**config.mk**
```make
export PLATFORM = sky130hd
export DESIGN_NAME = sockit_spi_ser
export DESIGN_NICKNAME = d
export VERILOG_FILES = /design/src/rtl/sockit_spi_pkg.sv /design/src/rtl/sockit_spi_shf.sv /design/src/rtl/sockit_spi_ser.sv
export SDC_FILE = /design/constraint.sdc
export NUM_CORES = 1
export LEC_CHECK = 0
export ABC_AREA = 1
export BUFFER_PORTS_ARGS = -buffer_cell sky130_fd_sc_hd__clkbuf_2
export CAP_MARGIN = 15
export CELL_PAD_IN_SITES_DETAIL_PLACEMENT = 1
export CELL_PAD_IN_SITES_GLOBAL_PLACEMENT = 2
export CORE_MARGIN = 2
export CORE_UTILIZATION = 29
export CTS_BUF_LIST = sky130_fd_sc_hd__clkbuf_8
export DETAILED_ROUTE_END_ITERATION = 8
export GPL_TIMING_DRIVEN = 1
export PLACE_DENSITY_LB_ADDON = 0.1
export SYNTH_ARGS = -nofsm -noshare
export SYNTH_HDL_FRONTEND = slang
export SYNTH_SLANG_ARGS = --single-unit
```
**constraint.sdc**
```tcl
create_clock -name clk -period 3.05 [get_ports clk]
set_input_delay 0.1525 -clock clk [delete_from_list [all_inputs] [get_ports clk]]
set_output_delay 0.1525 -clock clk [all_outputs]
set_load 0.01 [all_outputs]
```
**src/rtl/sockit_spi_pkg.sv**
```systemverilog
// sockit_spi_pkg: shared types for the SPI serializer (lane modes, command/response fields, FSM states)
package sockit_spi_pkg;

    typedef enum logic [1:0] {IOM_3W, IOM_SPI, IOM_DUAL, IOM_QUAD} iom_t;

    typedef enum logic [1:0] {ST_IDLE, ST_RUN, ST_RSP} state_t;

    typedef struct packed {
        logic [4:0] cnt;
        logic       ien;
        logic       oen;
        iom_t       iom;
        logic       sso;
        logic       cke;
        logic       rsv;
    } cmo_ctl_t;

    typedef struct packed {
        logic rsv;
        logic trunc;
        iom_t iom;
    } cmi_ctl_t;

    function automatic logic [1:0] lane_lg(input iom_t m);
        return m == IOM_QUAD ? 2'd2 : m == IOM_DUAL ? 2'd1 : 2'd0;
    endfunction

    function automatic logic [3:0] lane_mask(input iom_t m);
        return m == IOM_QUAD ? 4'hF : m == IOM_DUAL ? 4'h3 : 4'h1;
    endfunction

endpackage

```
**src/rtl/sockit_spi_shf.sv**
```systemverilog
// sockit_spi_shf: 32-bit tx/rx shifter with lane mux, 3-wire loopback and final right-justify
module sockit_spi_shf
    import sockit_spi_pkg::*;
(
    input  logic        clk,
    input  logic        rst,
    input  logic        ld,
    input  logic        smp,
    input  logic        shf,
    input  logic        dir,
    input  iom_t        iom,
    input  logic        oen,
    input  logic [5:0]  nl,
    input  logic [31:0] dat,
    input  logic [3:0]  sio_i,
    output logic [3:0]  sio_o,
    output logic [31:0] rdat
);
    logic [31:0] tx, rx;
    logic [3:0]  tg, rg;
    logic [2:0]  ln;
    assign ln = 3'd1 << lane_lg(iom);
    always_comb begin
        tg = dir ? (iom == IOM_QUAD ? tx[31:28] : iom == IOM_DUAL ? {2'b0, tx[31:30]} : {3'b0, tx[31]})
                 : (iom == IOM_QUAD ? tx[3:0]   : iom == IOM_DUAL ? {2'b0, tx[1:0]}   : {3'b0, tx[0]});
        // 3-wire with output enabled shares one pin, so the receiver sees its own drive
        rg = iom == IOM_QUAD ? sio_i
           : iom == IOM_DUAL ? {2'b0, sio_i[1:0]}
           : iom == IOM_SPI  ? {3'b0, sio_i[1]}
           : {3'b0, oen ? tg[0] : sio_i[0]};
    end
    assign sio_o = tg;
    // LSB-first data accumulates at the top and is brought down to bit 0 here
    assign rdat = dir ? rx : rx >> (6'd32 - nl);
    always_ff @(posedge clk or posedge rst) begin
        if (rst) begin
            tx <= '0;
            rx <= '0;
        end else if (ld) begin
            tx <= dat;
            rx <= '0;
        end else begin
            if (shf)
                tx <= dir ? tx << ln : tx >> ln;
            if (smp)
                rx <= dir ? (rx << ln) | {28'b0, rg} : (rx >> ln) | ({rg, 28'b0} << (3'd4 - ln));
        end
    end
endmodule

```
**src/rtl/sockit_spi_ser.sv**
```systemverilog
// sockit_spi_ser: SPI serializer/deserializer between the command handshakes and the SPI pads
module sockit_spi_ser
    import sockit_spi_pkg::*;
#(
    parameter int SSW = 8,
    parameter int CCO = 12,
    parameter int CCI = 4,
    parameter int CDW = 32
)(
    input  logic           clk,
    input  logic           rst,
    input  logic           cfg_pol,
    input  logic           cfg_pha,
    input  logic           cfg_dir,
    input  logic           cfg_coe,
    input  logic           cfg_soe,
    input  logic [SSW-1:0] cfg_sss,
    input  logic           cmo_req,
    input  logic [CCO-1:0] cmo_ctl,
    input  logic [CDW-1:0] cmo_dat,
    output logic           cmo_grt,
    output logic           cmi_req,
    output logic [CCI-1:0] cmi_ctl,
    output logic [CDW-1:0] cmi_dat,
    input  logic           cmi_grt,
    output logic           spi_sclk_o,
    output logic           spi_sclk_e,
    output logic [SSW-1:0] spi_ss_n_o,
    output logic           spi_ss_e,
    output logic [3:0]     spi_sio_o,
    output logic [3:0]     spi_sio_e,
    input  logic [3:0]     spi_sio_i
);
    state_t     state;
    cmo_ctl_t   ctl, c;
    cmi_ctl_t   rc;
    logic [5:0] n, nn, cnt1, mx, bcnt;
    logic       trc, tr, h, ss_act, acc, run, fin, unused_rsv;
    logic [3:0] shf_o;
    logic [31:0] rdat;
    assign c    = cmo_ctl_t'(cmo_ctl);
    assign cnt1 = {1'b0, c.cnt} + 6'd1;
    assign mx   = 6'd32 >> lane_lg(c.iom);
    assign tr   = cnt1 > mx;
    assign nn   = tr ? mx : cnt1;
    // grant comes from registered state only; upstream request depends on it
    assign cmo_grt = state == ST_IDLE;
    assign acc     = cmo_req & cmo_grt;
    assign run     = state == ST_RUN;
    assign fin     = run && h && bcnt == n - 6'd1;
    assign cmi_req = state == ST_RSP;
    assign rc      = '{rsv: 1'b0, trunc: trc, iom: ctl.iom};
    assign cmi_ctl = rc;
    assign unused_rsv = ctl.rsv;
    assign spi_sclk_o = (run && ctl.cke) ? cfg_pol ^ (cfg_pha ? ~h : h) : cfg_pol;
    assign spi_sclk_e = cfg_coe;
    assign spi_ss_e   = cfg_soe;
    assign spi_ss_n_o = ~(cfg_sss & {SSW{ss_act}});
    assign spi_sio_o  = run ? shf_o : 4'b0;
    assign spi_sio_e  = (run && ctl.oen) ? lane_mask(ctl.iom) : 4'b0;
    sockit_spi_shf u_shf (
        .clk   (clk),
        .rst   (rst),
        .ld    (acc),
        .smp   (run & ~h),
        .shf   (run & h),
        .dir   (cfg_dir),
        .iom   (ctl.iom),
        .oen   (ctl.oen),
        .nl    (n << lane_lg(ctl.iom)),
        .dat   (cmo_dat),
        .sio_i (spi_sio_i),
        .sio_o (shf_o),
        .rdat  (rdat)
    );
    always_ff @(posedge clk or posedge rst) begin
        if (rst) begin
            state   <= ST_IDLE;
            ctl     <= '0;
            n       <= '0;
            trc     <= 1'b0;
            h       <= 1'b0;
            bcnt    <= '0;
            ss_act  <= 1'b0;
            cmi_dat <= '0;
        end else if (acc) begin
            state  <= ST_RUN;
            ctl    <= c;
            n      <= nn;
            trc    <= tr;
            h      <= 1'b0;
            bcnt   <= '0;
            ss_act <= c.sso;
        end else if (run) begin
            h <= ~h;
            if (h)
                bcnt <= bcnt + 6'd1;
            if (fin) begin
                state <= ctl.ien ? ST_RSP : ST_IDLE;
                if (ctl.ien)
                    cmi_dat <= rdat;
            end
        end else if (cmi_req && cmi_grt) begin
            state <= ST_IDLE;
        end
    end
endmodule

```
* Word-level counts from Yosys, hierarchy flattened
Cells that the tools add are included.
** Cells by class
- $add $sub $neg :: 5
- $lt $le $gt $ge :: 1
- Equality and inequality tests :: 9
- Shift operators :: 9
- Mux-type cells :: 37
- Bitwise gates (word level) :: 10
- Reductions and logical operators :: 14
** Operators with widths (number)
- 32-bit two-way mux :: 7
- 32-bit by 3-bit left shift with 32-bit output :: 3
- 32-bit by 3-bit right shift with 32-bit output :: 2
- 4-bit two-way mux :: 8
- 32-bit bitwise OR :: 1
- 32-bit by 4-bit bitwise OR with 32-bit output :: 1
- 32-bit by 6-bit right shift with 32-bit output :: 1
- 6-bit two-way mux :: 4
- 2-bit two-way mux :: 10
- 2-bit == test (second input constant) :: 5
- 8-bit AND :: 1
- 1-bit two-way mux :: 8
- 8-bit NOT :: 1
- 2-bit nonzero test :: 4
- 5-bit by 1-bit adder with 6-bit output (second input constant) :: 1
- 6-bit by 1-bit adder with 6-bit output (second input constant) :: 1
- 6-bit == test :: 1
- 6-bit greater-than comparator :: 1
- 6-bit by 2-bit left shift with 6-bit output :: 1
- 6-bit by 2-bit right shift with 6-bit output (first input constant) :: 1
- 6-bit by 1-bit subtractor with 6-bit output (second input constant) :: 1
- 6-bit subtractor (first input constant) :: 1
- 1-bit logical AND :: 5
- 2-bit by 1-bit == test with 1-bit output (second input constant) :: 2
- other kinds (10) :: 14
** Word-level totals
- Register bits after elaboration :: 118
- Input port bits :: 65
- Logic and storage cells :: 98

* Logic depth before layout (Yosys ltp)
Gate-level depths: netlist (run 1).
- Depth after elaboration :: 13
- Depth in mapped cells :: 17
- Mapped depth without buffers :: 14

* By module
Synthesis (run 1) repeated with hierarchy kept, for this count alone.
** Second synthesis, totals
- Cell total of the unflattened synthesis :: 1727
- Area, all modules :: 10506.3 um^2
** By module, submodules not included
- sockit_spi_shf :: times used 1, cells an instance 1345, area an instance 7518.5 um^2
- sockit_spi_ser :: times used 1, cells an instance 382, area an instance 2987.9 um^2

* Worst setup path before layout (run 1)
No wires, ideal clock.
- Path kind :: register to register
- Start point :: register ctl, in the netlist cmi_ctl[1]
- End point :: register cmi_dat[4]
- Library setup time :: 0.077 ns
- Data arrival time :: 2.229 ns
- Path slack :: 0.744 ns
- Stages on the path, launching flop included :: 15
- Path buffers :: 3
- Period minus slack after synthesis :: 2.306 ns
- Cells stage by stage :: dfrtp_1 inv_2 nand2_2 buf_2 ha_1 clkbuf_1 inv_1 clkbuf_1 nand3_1 nand2_1 and2_1 nand2_1 nand3_1 nand3_1 a21oi_1
** On the way
- Cells in the longest elaborated chain, start to end :: 7
** Ends and longest elaborated chain
- start, declared :: line sockit_spi_ser.sv:35 : cmo_ctl_t ctl, c;
- start signal, assigned :: line sockit_spi_ser.sv:79 : ctl <= '0;
- start signal, assigned :: line sockit_spi_ser.sv:88 : ctl <= c;
- 2-bit == test :: line sockit_spi_pkg.sv:25 : return m == IOM_QUAD ? 2'd2 : m == IOM_DUAL ? 2'd1 : 2'd0;
- 1-bit two-way mux :: line sockit_spi_pkg.sv:25
- 2-bit two-way mux (*) :: line sockit_spi_pkg.sv:25
- 6-bit by 2-bit left shift with 6-bit output (*) :: line sockit_spi_ser.sv:70 : .nl (n << lane_lg(ctl.iom)),
- 6-bit subtractor (*) :: line sockit_spi_shf.sv:34 : assign rdat = dir ? rx : rx >> (6'd32 - nl);
- 32-bit by 6-bit right shift with 32-bit output (*) :: line sockit_spi_shf.sv:34
- 32-bit two-way mux (*) :: line sockit_spi_shf.sv:34
- end signal, assigned :: line sockit_spi_ser.sv:101 : cmi_dat <= rdat;
- end, declared :: line sockit_spi_ser.sv:24 : output logic [CDW-1:0] cmi_dat,
Every way passes the cells marked *; elsewhere a longest branch is shown, timed or not.
A chain may end at the register's enable or synchronous reset.

* Worst setup path in the final report (run 1)
- Start point :: register n[0]
- End point :: register cmi_dat[7]
** On the way
- Cells in the longest elaborated chain, start to end :: 4
** Ends and longest elaborated chain
- start, declared :: line sockit_spi_ser.sv:37 : logic [5:0] n, nn, cnt1, mx, bcnt;
- start signal, assigned :: line sockit_spi_ser.sv:89 : n <= nn;
- 6-bit by 2-bit left shift with 6-bit output / 6-bit by 1-bit subtractor with 6-bit output (equally long branches) :: line sockit_spi_ser.sv:70, sockit_spi_ser.sv:50
- 6-bit subtractor / 6-bit == test (equally long branches) :: line sockit_spi_shf.sv:34, sockit_spi_ser.sv:50
- 32-bit by 6-bit right shift with 32-bit output / 1-bit logical AND (equally long branches) :: line sockit_spi_shf.sv:34, sockit_spi_ser.sv:50
- 32-bit two-way mux / 4-bit AND reduction (equally long branches)
Parallel ways exist; a longest one is shown, timed or not.

==> metrics.txt, run 1 <==
Crit. End Element flip-flop; largest fanout on the critical path 25; most instantiated cells after synthesis 605 x nand2_1, 180 x inv_1, 176 x nand3_1; Residual DRC 0; Via Count about 12000; fin. max-slew vios 0; FMAX about 370 MHz; setup violators final 0; routability cong. 0.8379; HP Class input port to flip-flop; DIE AREA 37400 sq um; TritonRoute pass-1 iters 7; WP buf/inv 3; Yosys cell types 50; Max Cap Violations 0; Async S/R FF share, synth 1.000; setup TNS 0 ps; total core area 35480 sq um; status finished, final reports clean; Cell Chain, Critical Path nand3_1, nand2_1, inv_1, ha_1, inv_1, buf_4, nand3_1, nand2_1, nand2_1, nand2_1, nand2_1, nand3_1, nand3_1, a21oi_1; Die X 193.4 microns; Worst setup SP type flip-flop; PortBufs about 120; clock sinks around 120; worst vdd ir between 0.4 and 0.5 mV; P_leak 6.252 nW; cell taking the most area after synthesis dfrtp_1; CTS tree done; clk buf depth 2; grt ovf 0; root buf cell clkbuf_8; Syn Area/Cell around 6 sq um; CP top delay family simple AND/OR/NAND/NOR gates; post-CTS sizing 0; GRT Overall Usage 0.2342; top post-synthesis cells by area dfrtp_1 28%, nand2_1 22%, nand3_1 8.5%, inv_1 6.5%, o21ai_0 5.3%; first-pass GRT wire length 69610 microns; Die Y ~190 microns; WHS approximately 28 ps; number of flops mapped to enable cells by yosys 0; r2r startpoint n[0]$_DFFE_PP0P_; Gate Count Post-Synth around 1700; share of layout cells above drive strength 1 0.1215; power density over the cells around 1400 nW/um^2; reg-to-reg critical path endpoint cmi_dat[7]$_DFFE_PP0P_; RSZ-0062 raised after global routing no; Cell Area, Synth about 10000 sq um; R2R Setup Slk approximately 340 ps; H-tree Lvls 4; Clock Pin Slew Worst Setup and Hold Paths 70 ps; Primary FF master, synth dfrtp_1; ANT nets after route 0; Net Count, Synth 1786; number of I/O pins between 100 and 150; Yosys top cell area share 0.2839; CTS Hold Bufs 28; Rows 69; register area share after synthesis 0.2839; initial antenna violation count 1; largest net degree at the start of global routing 74; routed len/inst just under 20 microns; fin nets ~1900; period utilization 0.8892; Final HPWL DP between 30000 and 40000 microns; worst hold start cmo_ctl[4]; most frequent CP cell nand2_1; Starting DRT DRC Count about 740; vias per cell roughly 5.2; Post-CTS Setup Bufs 0; worst path required time between 3000 and 4000 ps; worst-skew pair later-pin latency about 500 ps; min setup slack post-route 337.9 ps; crit path kind flip-flop to flip-flop; total CTS buffers 17; min cycle time layout about 2700 ps; Worst Skew roughly 19 ps; most instantiated library cell after synthesis nand2_1; diode count 0; Starting Density 0.2932; Worst-Margin Slew ~1100 ps; Final Hold Vio Count 0; Area Growth Syn to Fin 16.23%; Post-Place Setup Slack approximately 330 ps; Arrival @ worst endpoint between 3000 and 4000 ps; slowest cell on the critical path dfrtp_1; Yosys warning count 0; CP peak stage delay 600 ps; vias in the first global route about 12000; Seq cells post-synth around 120; WHS Endpoint cmi_ctl[1]$_DFFE_PP0P_; Slew headroom 0.2806; Worst R2R Path Depth 14; WHS Path Cells 3; Total Wirelength ~44000 microns
==> logic make-up after synthesis <==
| kind of cell | after synthesis | synth area share |
|---|---|---|
| other | 2 | 0.0007219 |
| buffers and inverters | 304 | 0.1233 |
| AO/OA/AOI/OAI | 309 | 0.1817 |
| flip-flops | 118 | 0.2839 |
| adder cells (fa/ha/maj) | 9 | 0.01083 |
| XOR/XNOR | 11 | 0.01191 |
| AND/OR/NAND/NOR | 959 | 0.3877 |
==> cell usage in the layout (no fill, tap or decap), types with 9 or more instances in the layout <==
cell type      count
nand2_1          605
inv_1            179
nand3_1          176
dfrtp_1          117
clkbuf_2         115
o21ai_0          110
nor2_1           102
a21oi_1           67
buf_4             33
nand4_1           28
dlygate4sd3_1     28
o211ai_1          25
a21boi_1          25
clkbuf_8          20
a31oi_1           18
nor3_1            14
a22oi_1            9
ha_1               9
==> registers in the layout, indices dropped and copies added, names as in the netlist <==
signal,flops
cmi_dat,32
u_shf.tx,32
ctl,3
h,1
n,6
ss_act,1
trc,1
bcnt,6
u_shf.rx,32
cmi_ctl,2
state,2
==> report_power, final <==
| group | total, mW | leakage, nW | internal, mW | switching (mW) |
|---|---|---|---|---|
| combinational | 12.3 | 4.72 | 3.85 | 8.50 |
| clock | 1.72 | 0.209 | 0.950 | 0.773 |
| sequential | 3.13 | 1.33 | 2.33 | 0.804 |
==> metal layers <==
layer / global-route usage / vias to the layer above / wire length [microns]
met1: 0.3092 / 5683 / 20580
met3: 0.03051 / 69 / 1376
met2: 0.3929 / 259 / 20680
met5: 0 / - / 13
met4: 0.08199 / 2 / 1146
li1: - / 5769 / -
==> cell type report <==
class                           count  area [sq um]
Inverter                          189         713.2
Timing Repair Buffer              182          1224
Tap cell                          461         576.8
Clock buffer                       20         275.3
Fill cell                        4705         23390
Multi-Input combinational cell   1290          6172
Clock inverter                     12         175.2
Sequential cell                   118          2954
==> worst min-delay path, cell delays in order <==
cell and delay, ps:
clkbuf_2 130, nor2_1 80, a21oi_1 110
==> per-stage QoR <==
step / utilization / area (sq um) / power [mW] / instances
2_1_floorplan: - / 10410 / 11.66 / 1712
3_3_place_gp: 0.3201 / 11360 / 15.45 / 2212
3_5_place_dp: 0.3201 / 11360 / 15.53 / 2212
4_1_cts: 0.3407 / 12090 / 17.35 / 2272
5_1_grt: 0.3407 / 12090 / 19.04 / 2272
6_report: 0.3407 / 12090 / 17.21 / 2272
==> worst max path at each step <==
stage	from	to	slack, ps	cells after the start
final	n[0]$_DFFE_PP0P_	cmi_dat[7]$_DFFE_PP0P_	340	14
after global routing	cmi_ctl[1]$_DFFE_PP0P_	cmi_dat[2]$_DFFE_PP0P_	60	15
after CTS	n[0]$_DFFE_PP0P_	cmi_dat[7]$_DFFE_PP0P_	320	14
after floorplan	cmi_ctl[1]$_DFFE_PP0P_	cmi_dat[4]$_DFFE_PP0P_	740	14
after global placement	cmi_ctl[1]$_DFFE_PP0P_	cmi_dat[7]$_DFFE_PP0P_	380	15
after detailed placement	cmi_ctl[1]$_DFFE_PP0P_	cmi_dat[7]$_DFFE_PP0P_	330	15
Power figures use the tool's default switching activity.
==> run 2: changes to the inputs <==
HOLD_SLACK_MARGIN = 0.08   (was unset)
==> metrics.txt, run 2 (synthesized netlist as in run 1, its figures left out) <==
HP Class input port to flip-flop; CTS tree done; WHS 107.6 ps (+79.21 ps); FMAX 369.2 MHz (+0.13%); root buf cell clkbuf_8; area of the multi-input gates 6172 sq um (unchanged); fin nets 1888 (+0.85%); total CTS buffers 17 (unchanged); initial antenna violation count 1 (unchanged); setup TNS 0 ps (unchanged); ANT nets after route 0 (unchanged); period utilization 0.8881 (-0.001158); GRT Overall Usage 0.2351 (+0.0008195); Worst Skew 17.69 ps (-1.294 ps); Arrival @ worst endpoint 3130 ps (about the same); worst vdd ir 0.4756 mV (-1.0%); Register Area 2954 sq um (unchanged); Rows 69 (unchanged); biggest registers after layout cmi_dat x32, u_shf.rx x32, u_shf.tx x32; finished layout cell area 12250 sq um (+1.3%); routed len/inst 19.19 microns (-0.45%); Die Y 193.4 microns (unchanged); placed instance area 11360 sq um (unchanged); Sw Ratio 0.5857 (about the same); routability cong. 0.8379 (unchanged); min cycle time layout 2709 ps (-3.533 ps); P_leak 6.319 nW (+1.1%); combinational power share 0.718 (about the same); commonest cells after routing, fill and taps aside 605 x nand2_1, 179 x inv_1, 176 x nand3_1; H-tree Lvls 4 (unchanged); clock sinks 118 (unchanged); Seq pwr share 0.182 (about the same); fin. max-slew vios 0 (unchanged); Via Count 11881 (+0.84%); clk buf depth 2 (unchanged); worst-skew pair later-pin latency 500 ps (about the same); largest fanout on the critical path 25 (unchanged); Final HPWL DP 31970 microns (unchanged); number of I/O pins 122 (unchanged); Final Hold Vio Count 0 (unchanged); Clock Pin Slew Worst Setup and Hold Paths 80 ps (about the same); Max Cap Violations 0 (unchanged); Layout fillers 4691 (-0.30%); Residual DRC 0 (unchanged); vias per cell 5.193 (+0.14%); status finished, final reports clean; min setup slack post-route 341.4 ps (+3.533 ps); diode count 0 (unchanged); first-pass GRT wire length 69870 microns (+0.38%); total core area 35480 sq um (unchanged); Post-Place Setup Slack 325.3 ps (unchanged); most common cell after layout, fill and taps aside nand2_1; Total Wirelength 43900 microns (+0.25%); Slew headroom 0.2831 (+0.002484); largest net degree at the start of global routing 74 (unchanged); Power Total 17.23 mW (+0.14%); grt ovf 0 (unchanged); Starting DRT DRC Count 687 (-7.7%); vias in the first global route 12392 (+0.62%); DIE AREA 37400 sq um (unchanged); crit path kind flip-flop to flip-flop; Crit. End Element flip-flop; Area Growth Syn to Fin 17.77%; share of layout cells above drive strength 1 0.1204 (-0.001064); Worst setup SP type flip-flop; worst path required time 3470 ps (about the same); Worst-Margin Slew 1074 ps (-3.721 ps); PortBufs 115 (unchanged); sw power 10.09 mW (+0.11%); power density over the cells 1407 nW/um^2 (-1.2%); Starting Density 0.2932 (unchanged); TritonRoute pass-1 iters 5 (-2); internal power 7.139 mW (+0.19%); setup violators final 0 (unchanged); RSZ-0062 raised after global routing no; clock power share 0.100 (about the same); Die X 193.4 microns (unchanged)
## run 2: cell types whose count changed in the layout (fill, tap and decap cells not counted), sizes merged
cell	delta
dlygate4sd3	+16
## run 2: cell type report
class                           count  area share
Clock buffer                       20     0.02247
Multi-Input combinational cell   1290      0.5038
Inverter                          189     0.05822
Sequential cell                   118      0.2411
Timing Repair Buffer              198      0.1130
Tap cell                          461     0.04708
Clock inverter                     12     0.01430
## run 2: what timing repair did
action	CTS	global route
hold endpoints to repair	162	0
hold buffers	44	0
gates resized for setup	0	0
endpoints found under the setup margin	0	0
setup buffers	0	0
## run 2: final timing paths
| kind | from | endpoint | slack (ps) | cells past startpoint |
|---|---|---|---|---|
| worst min-delay path | cmo_req | bcnt[4]$_DFFE_PP0P_ | 110 | 4 |
| worst max register to register | cmi_ctl[1]$_DFFE_PP0P_ | cmi_dat[7]$_DFFE_PP0P_ | 340 | 15 |
| min in group asynchronous | rst | cmi_dat[25]$_DFFE_PP0P_ | 650 | 4 |
| max in group asynchronous | rst | cmi_dat[0]$_DFFE_PP0P_ | 1500 | 5 |
| worst min register to register | ctl[1]$_DFFE_PP0P_ | ctl[1]$_DFFE_PP0P_ | 490 | 2 |
| worst max-delay path | cmi_ctl[1]$_DFFE_PP0P_ | cmi_dat[7]$_DFFE_PP0P_ | 340 | 15 |
## run 2: routing by layer
layer / up-vias / global-route usage / wire length (microns)
met5: - / 0 / 13
met4: 2 / 0.08199 / 1171
met3: 72 / 0.03051 / 1418
met2: 261 / 0.3959 / 20750
met1: 5745 / 0.3091 / 20550
li1: 5801 / - / -
## run 2: power by group through the flow
stage	Clock [mW]	Combinational, mW	Sequential (mW)
after floorplan	0	8.76	2.91
after global placement	0	12.3	3.16
after detailed placement	0	12.4	3.16
after CTS	1.78	12.5	3.13
after global routing	1.85	14.0	3.24
final	1.73	12.4	3.13
## run 2: through the flow
step / util / cells
2_1_floorplan: - / 1712
3_3_place_gp: 0.3201 / 2212
3_5_place_dp: 0.3201 / 2212
4_1_cts: 0.3453 / 2288
5_1_grt: 0.3453 / 2288
6_report: 0.3453 / 2288
## run 2: worst max-delay path: stages (launching register included)
cell and delay [ps]:
dfrtp_2 490, inv_2 200, nand2_1 100, nand2_1 80, inv_1 40, ha_1 330, inv_1 210, buf_4 330
nand3_1 110, nand2_1 100, nand2_1 60, nand2_1 100, nand2_1 70, nand3_1 130, nand3_1 130, a21oi_1 150
==> run 3: changes to the inputs <==
HOLD_SLACK_MARGIN = 0.12   (was 0.08)
==> metrics.txt, run 3 (synthesized netlist as in run 1, its figures left out) <==
Arrival @ worst endpoint 3140 ps (about the same); total core area 35480 sq um (unchanged); first-pass GRT wire length 69920 microns (about the same); worst path required time 3470 ps (about the same); Worst R2R Path Depth 15 (unchanged); number of I/O pins 122 (unchanged); CP Launch Point cmi_ctl[1]$_DFFE_PP0P_; Crit. End Element flip-flop; P_leak 6.331 nW (+0.20%); GRT Overall Usage 0.2352 (about the same); slowest cell on the critical path dfrtp_2; Starting Density 0.2932 (unchanged); routability cong. 0.8379 (unchanged); Post-Place Setup Slack 325.3 ps (unchanged); Post-CTS Setup Bufs 0 (unchanged); r2r startpoint cmi_ctl[1]$_DFFE_PP0P_; routed len/inst 19.16 microns (-0.17%); RSZ-0062 raised after global routing no; Slew headroom 0.2757 (-0.007365); Worst-Margin Slew 1085 ps (+11.03 ps); setup violators final 0 (unchanged); period utilization 0.8890 (+0.0009515); most common cell after layout, fill and taps aside nand2_1; HP Class input port to flip-flop; Total Wirelength 43890 microns (about the same); min cycle time layout 2711 ps (+2.902 ps); FMAX 368.8 MHz (-0.11%); Die Y 193.4 microns (unchanged); DIE AREA 37400 sq um (unchanged); worst-skew pair later-pin latency 510 ps (about the same); Final HPWL DP 31970 microns (unchanged); Area Growth Syn to Fin 18.05%; min setup slack post-route 338.5 ps (-2.902 ps); fin. max-slew vios 0 (unchanged); Starting DRT DRC Count 647 (-5.8%); Die X 193.4 microns (unchanged); Final Hold Vio Count 0 (unchanged); ANT nets after route 0 (unchanged); grt ovf 0 (unchanged); PortBufs 115 (unchanged); biggest registers after layout cmi_dat x32, u_shf.rx x32, u_shf.tx x32; share of layout cells above drive strength 1 0.1202 (-0.0001974); Worst Skew 17.65 ps (-0.03780 ps); setup TNS 0 ps (unchanged); Worst setup SP type flip-flop; TritonRoute pass-1 iters 5 (unchanged); total CTS buffers 17 (unchanged); worst vdd ir 0.4818 mV (+1.3%); Max Cap Violations 0 (unchanged); reg-to-reg critical path endpoint cmi_dat[7]$_DFFE_PP0P_; vias per cell 5.180 (-0.25%); H-tree Lvls 4 (unchanged); largest net degree at the start of global routing 74 (unchanged); status finished, final reports clean; R2R Setup Slk 340 ps (about the same); initial antenna violation count 1 (unchanged); most frequent CP cell nand2_1; vias in the first global route 12394 (+0.016%); root buf cell clkbuf_8; end point of the critical path cmi_dat[7]$_DFFE_PP0P_; Rows 69 (unchanged); Cell Chain, Critical Path inv_2, nand2_1, nand2_1, inv_1, ha_1, inv_1, buf_4, nand3_1, nand2_1, nand2_1, nand2_1, nand2_1, nand3_1, nand3_1, a21oi_1; crit path kind flip-flop to flip-flop; power density over the cells 1403 nW/um^2 (-0.25%); Layout Cells excl Fill 2291 (+0.13%); Inst Count DP 2212 (unchanged); utilization after layout 0.3461 (+0.0008460); Layout fillers 4689 (-0.043%); clk buf depth 2 (unchanged); Residual DRC 0 (unchanged); CP peak stage delay 490 ps (about the same); Via Count 11867 (-0.12%); CTS tree done; commonest cells after routing, fill and taps aside 605 x nand2_1, 179 x inv_1, 176 x nand3_1; Clock Pin Slew Worst Setup and Hold Paths 80 ps (about the same); clock sinks 118 (unchanged); diode count 0 (unchanged); largest fanout on the critical path 25 (unchanged); fin nets 1891 (+0.16%)
run 3: changes by cell type in the layout (fill, tap and decap cells not counted), sizes merged:
| cell | delta |
|---|---|
| dlygate4sd3 | +3 |
run 3: cell type report:
cell class / instances / area (sq um) / share of cell area
repair buffers: 201 / 1414 / 0.1151
well taps: 461 / 576.8 / 0.04697
clock buffers: 20 / 275.3 / 0.02241
multi-input cells: 1290 / 6172 / 0.5026
flip-flops and latches: 118 / 2954 / 0.2406
clock inverters: 12 / 175.2 / 0.01426
inverters: 189 / 713.2 / 0.05807
run 3: timing repair:
| action | 4_1_cts | 5_1_grt |
|---|---|---|
| setup endpoints to repair | 0 | 0 |
| resized for setup | 0 | 0 |
| endpoints found under the hold margin | 166 | 0 |
| hold buffers | 47 | 0 |
run 3: power by group:
part           switching, mW  internal, mW
Clock                  0.778         0.950
Combinational           8.51          3.86
Sequential             0.799          2.33
Total                   10.1          7.14
run 3: how the worst min path moves through the flow:
| stage | startpoint | endpoint | slack, ps | cells after the start |
|---|---|---|---|---|
| after CTS | cmo_ctl[10] | n[3]$_DFFE_PP0P_ | 150 | 5 |
| after floorplan | cmo_ctl[7] | n[0]$_DFFE_PP0P_ | 250 | 1 |
| after detailed placement | rst | cmi_dat[25]$_DFFE_PP0P_ | 30 | 2 |
| after global placement | rst | cmi_dat[25]$_DFFE_PP0P_ | 30 | 2 |
| after global routing | cmo_ctl[10] | n[5]$_DFFE_PP0P_ | 220 | 4 |
| final | cmo_ctl[10] | n[3]$_DFFE_PP0P_ | 190 | 5 |
run 3: metrics by stage:
| stage | power (mW) | instance area [sq um] | hold WS (ps) |
|---|---|---|---|
| final | 17.23 | 12280 | 190.6 |
| after global routing | 19.06 | 12280 | 216.0 |
| after detailed placement | 15.53 | 11360 | 29.58 |
| after floorplan | 11.66 | 10410 | 252.4 |
| after global placement | 15.45 | 11360 | 28.16 |
| after CTS | 17.37 | 12280 | 146.2 |
run 3: routing by layer:
metal | wire length [microns] | global-route usage | share of wire | up-vias
li1 | - | - | - | 5813
met5 | 13 | 0 | 0.00030 | -
met4 | 1230 | 0.08199 | 0.028 | 2
met2 | 20720 | 0.3960 | 0.47 | 240
met3 | 1300 | 0.03051 | 0.030 | 75
met1 | 20620 | 0.3093 | 0.47 | 5737
run 3: worst max-delay path, delay by kind of cell (launching register included):
family | cells | cell delay (ps)
simple gates | 9 | 900
compound gates | 1 | 150
flops | 1 | 490
fa+ha+maj | 1 | 330
buf+inv | 4 | 780
